## src/rtl/countdown_stream_if.sv

```systemverilog
// Index stream handshake between countdown_stream and its consumer.
interface countdown_stream_if #(
  parameter int unsigned CNT_WIDTH = 8
);
  logic                 validOut;
  logic [CNT_WIDTH-1:0] cntOut;
  logic                 lastOut;
  logic                 readyIn;

  modport master (output validOut, output cntOut, output lastOut, input readyIn);
  modport slave  (input validOut, input cntOut, input lastOut, output readyIn);
endinterface

```

## src/rtl/countdown_stream.sv

```systemverilog
// Loadable down-counter emitting N-1..0 over a valid/ready stream,
// with busy status and a one-cycle completion pulse.
module countdown_stream #(
  parameter int unsigned CNT_WIDTH = 8
) (
  input  logic                 clkIn,
  input  logic                 rstNIn,
  input  logic                 startIn,
  input  logic [CNT_WIDTH-1:0] startValIn,
  input  logic                 abortIn,
  output logic                 busyOut,
  output logic                 doneOut,
  countdown_stream_if.master   strm
);

  typedef enum logic [1:0] {
    IDLE = 2'd0,
    RUN  = 2'd1,
    DONE = 2'd2
  } stateT;

  stateT                state;
  logic                 validQ;
  logic [CNT_WIDTH-1:0] cntQ;

  wire xfer = validQ && strm.readyIn;

  always_ff @(posedge clkIn or negedge rstNIn) begin
    if (!rstNIn) begin
      state   <= IDLE;
      validQ  <= 1'b0;
      cntQ    <= '0;
      busyOut <= 1'b0;
      doneOut <= 1'b0;
    end else begin
      doneOut <= 1'b0;
      unique case (state)
        IDLE: begin
          if (startIn) begin
            if (startValIn == '0) begin
              state   <= DONE;
              doneOut <= 1'b1;
            end else begin
              state   <= RUN;
              cntQ    <= startValIn - CNT_WIDTH'(1);
              validQ  <= 1'b1;
              busyOut <= 1'b1;
            end
          end
        end
        RUN: begin
          // Abort wins over a same-cycle transfer and suppresses the done pulse.
          if (abortIn) begin
            state   <= IDLE;
            validQ  <= 1'b0;
            busyOut <= 1'b0;
          end else if (xfer) begin
            if (cntQ == '0) begin
              state   <= DONE;
              validQ  <= 1'b0;
              busyOut <= 1'b0;
              doneOut <= 1'b1;
            end else begin
              cntQ <= cntQ - CNT_WIDTH'(1);
            end
          end
        end
        DONE: begin
          state <= IDLE;
        end
        default: begin
          state   <= IDLE;
          validQ  <= 1'b0;
          busyOut <= 1'b0;
        end
      endcase
    end
  end

  assign strm.validOut = validQ;
  assign strm.cntOut   = cntQ;
  assign strm.lastOut  = validQ && (cntQ == '0);

endmodule

```

## src/flat_wrapper.sv

```systemverilog
// flat-port wrapper written by rule: the top's interface ports become plain ports
module countdown_stream_flat 
#(
  parameter int unsigned CNT_WIDTH = 8
)
  (clkIn, rstNIn, startIn, startValIn, abortIn, busyOut, doneOut, strm_validOut, strm_cntOut, strm_lastOut, strm_readyIn);
  countdown_stream_if #(.CNT_WIDTH(CNT_WIDTH)) strm_i ();
  input  logic clkIn;
  input  logic rstNIn;
  input  logic startIn;
  input  logic [CNT_WIDTH-1:0] startValIn;
  input  logic abortIn;
  output logic busyOut;
  output logic doneOut;
  output wire logic [$bits(strm_i.validOut)-1:0] strm_validOut;
  output wire logic [$bits(strm_i.cntOut)-1:0] strm_cntOut;
  output wire logic [$bits(strm_i.lastOut)-1:0] strm_lastOut;
  input wire logic [$bits(strm_i.readyIn)-1:0] strm_readyIn;
  assign strm_validOut = strm_i.validOut;
  assign strm_cntOut = strm_i.cntOut;
  assign strm_lastOut = strm_i.lastOut;
  assign strm_i.readyIn = strm_readyIn;
  countdown_stream #(.CNT_WIDTH(CNT_WIDTH)) u_core (.clkIn(clkIn), .rstNIn(rstNIn), .startIn(startIn), .startValIn(startValIn), .abortIn(abortIn), .busyOut(busyOut), .doneOut(doneOut), .strm(strm_i));
endmodule
```

## config.mk

```make
export PLATFORM = sky130hd
export DESIGN_NAME = countdown_stream_flat
export DESIGN_NICKNAME = d
export VERILOG_FILES = /design/src/rtl/countdown_stream_if.sv /design/src/rtl/countdown_stream.sv /design/src/flat_wrapper.sv
export SDC_FILE = /design/constraint.sdc
export NUM_CORES = 1
export LEC_CHECK = 0
export ABC_AREA = 1
export ABC_CLOCK_PERIOD_IN_PS = 4650
export BUFFER_PORTS_ARGS = -buffer_cell sky130_fd_sc_hd__clkbuf_2
export CORE_MARGIN = 2
export CORE_UTILIZATION = 34
export DETAILED_ROUTE_END_ITERATION = 8
export PLACE_DENSITY = 0.65
export SLEW_MARGIN = 25
export SYNTH_ARGS = -nofsm -noshare
export SYNTH_HDL_FRONTEND = slang
export SYNTH_SLANG_ARGS = --single-unit
```

## constraint.sdc

```tcl
create_clock -name clkIn -period 4.65 [get_ports clkIn]
set_clock_uncertainty 0.15 [all_clocks]
set_input_delay 0.2325 -clock clkIn [delete_from_list [all_inputs] [get_ports clkIn]]
set_output_delay 0.2325 -clock clkIn [all_outputs]
set_load 0.05 [all_outputs]
```

After elaboration in Yosys (flattened, before gate mapping). Index checks and enable logic that the tools add are counted.

$add $sub $neg: 2. Equal/unequal tests: 9. Bitwise gates (word level): 1. Mux-type cells: 24. Reduce and logical (&&, ||, !) cells: 9.

Operators with widths (count): $mux 8 (5); $logic_not 8->1 (2); $pmux 8 s2 (1); $sub 8x1->8 const B (2); $mux 1 (10); $mux 2 (5); $ne 2x2->1 const B (4); $ne 3x2->1 const B (2); $reduce_and 6->1 (1); $reduce_and 5->1 (1); $pmux 2 s2 (1); $pmux 1 s3 (1); $reduce_and 3->1 (1); $eq 2x1->1 const B (1); $eq 2x2->1 const B (1); $logic_and 1x1->1 (2); $logic_not 2->1 (1); $ne 2x1->1 const B (1); $pmux 1 s2 (1); $reduce_bool 2->1 (1); $not 1->1 (1).

Input bits: 13. Flip-flop bits (word level): 12. Output and inout port bits: 12.

Logic depth before layout (Yosys ltp).
Word-level depth: 5. Gate-level depth with buffers: 11. Gate-level depth less buffers: 11.

Least setup slack after synthesis. OpenSTA, ideal clock, no wires.

Path type: reg-to-output. From: reg u_core.cntQ[7] (netlist: u_core.strm.cntOut[7]). To: out strm_lastOut. Required time: 4.268 ns. Arrival time: 1.986 ns. Slack: 2.282 ns. Buffers on the path: 0. Cell stages (with the launch flop): 4. Path through: dfrtp_1 nor2_1 nand2_1 nor3b_1.

Word-level cells in the longest chain between the ends: 2.

RTL lines: start, declared (RTL line countdown_stream.sv:24) `logic [CNT_WIDTH-1:0] cntQ;`; start signal, assigned (RTL line countdown_stream.sv:45) `cntQ <= startValIn - CNT_WIDTH'(1);`; start signal, assigned (RTL line countdown_stream.sv:64) `cntQ <= cntQ - CNT_WIDTH'(1);`; $logic_not 8->1 (RTL line countdown_stream.sv:82) `assign strm.lastOut = validQ && (cntQ == '0);`; $logic_and 1x1->1 (RTL line countdown_stream.sv:82); end, declared (RTL line flat_wrapper.sv:17) `output wire logic [$bits(strm_i.lastOut)-1:0] strm_lastOut;`.

Every way passes these cells.

Worst setup path in the final report.
From: reg u_core.state[0]. To: reg u_core.cntQ[6] (netlist: u_core.strm.cntOut[6]).

Word-level cells in the longest chain between the ends: 3.

RTL lines: start, declared (RTL line countdown_stream.sv:22) `stateT state;`; start signal, assigned (RTL line countdown_stream.sv:30) `state <= IDLE;`; start signal, assigned (RTL line countdown_stream.sv:41) `state <= DONE;`; start signal, assigned (RTL line countdown_stream.sv:44) `state <= RUN;`; $eq 2x1->1 / $logic_not 2->1 (equally long branches) (RTL line countdown_stream.sv:37) `unique case (state)`; $ne 2x1->1 (no line) (tied with other cells); $reduce_and 6->1 (no line).

Parallel ways exist; a longest one is shown, timed or not. A chain may end at the register's enable or synchronous reset.

==> flow_metrics.py <==
metrics = {
    "floorplanning": {
        "core_sq_mm": 0.002758,
        "rows": 19,
        "fp.dieArea_sq_mm": 0.003362,
        "fp.dieW_microns": 57.99,
        "initial_core_util": 0.3593,
        "design.portCount": 25,
        "die_h_microns": 57.99,
    },
    "cts": {
        "clkTransAtPathRegs_ns": 0.07,
        "clock_latency_ns": 0.27,
        "cts_root_buf": "clkbuf_4",
        "cts_tree": "built",
        "cts_resized": 0,
        "cts.sinks": 12,
        "htree_levels": 1,
        "numCtsBuffers": 3,
        "clockBufferDepth": 2,
    },
    "grt": {
        "use_met3": 0.02009,
        "top_usage_layer": "met2",
        "grt_pass1_vias": 915,
        "met2_usage": 0.2273,
        "grt_antenna_before_repair": 0,
        "grt.total_usage": 0.1455,
        "grt_use_met1": 0.2064,
        "grt_max_degree": 14,
        "grt-ovfl-total": 0,
        "grt_pass1_wl_microns": 3822,
    },
    "power_and_ir_drop": {
        "total_power_uw": 928.4,
        "p_per_area_mw_per_mm2": 816.3,
        "p_leak_nw": 0.6465,
        "peakVddDrop_mv": 0.4281,
    },
    "timing": {
        "hold_violations": 0,
        "rsz0062_at_grt": "no",
        "slew-limit-headroom": 0.7141,
        "fin_tns_setup_ns": 0,
        "max_slew.worst_pin.slew_ns": 0.4288,
        "setup_viol": 0,
        "finalMaxSlewViolations": 0,
        "layout_min_cycle_time_ns": 1.854,
        "period_share": 0.3987,
        "fmax_ghz": 0.5394,
    },
    "cells_and_area": {
        "fin_util": 0.4124,
        "layout_commonest_cell": "nand2_1",
        "drive_above_1_share": 0.2753,
        "finalNonFillerCells": 209,
        "layout_common_cells": "50 x nand2_1, 24 x clkbuf_2, 22 x inv_1",
        "syn_to_final_growth_pct": 14.77,
        "diodes": 0,
        "final_net_count": 194,
    },
    "worst_setup_path": {
        "end_kind": "flop",
        "r2r-start": "u_core.state[0]$_DFFE_PN0P_",
        "regToRegSetupSlack_ns": 2.80,
        "crit_path_start_kind": "flop",
        "crit_type": "reg2reg",
        "reg2reg_to": "u_core.strm.cntOut[6]$_DFFE_PN0P_",
        "arrival_ns": 1.87,
        "crit_required_ns": 4.66,
        "worstPathMaxFanout": 13,
        "ff2ff_path_depth": 7,
    },
    "synthesis": {
        "synth_seq_cells": 12,
        "ys_seq_area_frac": 0.3030,
        "syn_area_per_cell_sq_um": 6.435,
        "syn_area_sq_um": 991.0,
        "yosysUniqueCellTypes": 22,
        "synth_nets": 168,
        "synth_cells": 154,
        "yosys_warnings": 0,
    },
    "detailed_routing": {
        "num_vias": 967,
        "avgViaCountPerCell": 4.627,
        "drt-initial-drc-count": 28,
        "drtAntennaViolNets": 0,
        "drt-total-wl_microns": 2214,
        "wire_per_inst_microns": 10.59,
        "firstDrtPassIters": 4,
        "drc_errors": 0,
    },
    "hold_path": {
        "whs_path_depth": 4,
        "hp-class": "in2reg",
        "min_to": "u_core.state[0]$_DFFE_PN0P_",
        "hold_path_startpoint": "abortIn",
    },
    "placed_design": {
        "dp_cells": 205,
        "io_buffers": 24,
        "gp_congestion": 0.8821,
        "place_hpwl_microns": 1831,
    },
    "run_status": {
        "status": "finished, final reports clean",
    },
    "run": {
        "drv_cap": 0,
    },
}
-- stage by stage --
step                hold slack (ns)  setup slack (ns)  instance area, sq um
floorplan                   -0.2131             2.282                 991.0
global placement           -0.01518             2.851                  1105
detailed placement         -0.01463             2.806                  1105
CTS                          0.1492             2.790                  1137
global route                 0.1928             2.603                  1137
finish                       0.1476             2.796                  1137
-- cell usage after synthesis --
cell      number  share of area
a21oi_1        2          0.010
a21oi_4        1          0.016
buf_4          1         0.0076
buf_6          2          0.023
buf_8          1          0.015
dfrtp_1       12           0.30
ha_1           1          0.013
inv_1         22          0.083
inv_2          1         0.0038
nand2_1       50           0.19
nand2_2       12          0.076
nand2_4        1          0.011
nand3_1       18          0.091
nor2_1        15          0.057
nor2_2         4          0.025
nor2_4         1          0.011
nor3b_1        1         0.0076
o21ai_0        3          0.015
o21ai_1        2          0.010
o21ai_2        2          0.018
o21bai_1       1         0.0076
or2_1          1         0.0063
-- area by class of cell --
class	count	area, sq um
flip-flops and latches	12	300.3
multi-input cells	115	559.3
fillers	291	1620
clock buffers	3	22.52
well taps	31	38.79
repair buffers	25	130.1
inverters	23	86.33
-- worst max-delay path: stages, from the launching register on --
cell	delay, ns
dfrtp_1	0.61
nand2_4	0.17
nor2_1	0.11
o21ai_1	0.10
a21oi_4	0.33
inv_1	0.14
nand2_1	0.08
nand2_1	0.05
-- where the power goes --
group	internal (mW)	switching, mW	total [mW]
Clock	0.0300	0.0330	0.0630
Combinational	0.180	0.468	0.647
Sequential	0.154	0.0636	0.218
Total	0.364	0.564	0.928
-- what timing repair did --
action	4_1_cts	5_1_grt
setup buffers	0	0
endpoints found under the hold margin	12	0
hold buffers	1	0
-- registers in the layout (all words and copies together), names as in the netlist --
signal	count
u_core.doneOut	1
u_core.state	2
u_core.strm.cntOut	8
u_core.strm.validOut	1
-- layer usage --
metal / up-vias / routed length [microns]
li1: 519 / -
met1: 417 / 1084
met2: 27 / 974
met3: 4 / 123
met4: 0 / 31
met5: - / 0
-- worst max-delay path by stage --
stage                                              to                         startpoint  slack [ns]
floorplan                                strm_lastOut  u_core.strm.cntOut[7]$_DFFE_PN0P_        2.28
global placement    u_core.strm.cntOut[6]$_DFFE_PN0P_        u_core.state[0]$_DFFE_PN0P_        2.85
detailed placement  u_core.strm.cntOut[6]$_DFFE_PN0P_        u_core.state[0]$_DFFE_PN0P_        2.81
CTS                 u_core.strm.cntOut[6]$_DFFE_PN0P_        u_core.state[0]$_DFFE_PN0P_        2.79
global route        u_core.strm.cntOut[4]$_DFFE_PN0P_        u_core.state[0]$_DFFE_PN0P_        2.60
finish              u_core.strm.cntOut[6]$_DFFE_PN0P_        u_core.state[0]$_DFFE_PN0P_        2.80
-- cells by family after synthesis --
logic type               Yosys count  synth area share
AO/OA/AOI/OAI                     11           0.07703
flip-flops                        12            0.3030
buffers and inverters             27            0.1326
AND/OR/NAND/NOR                  103            0.4747
adder cells (fa/ha/maj)            1           0.01262
Power figures use the tool's default switching activity.
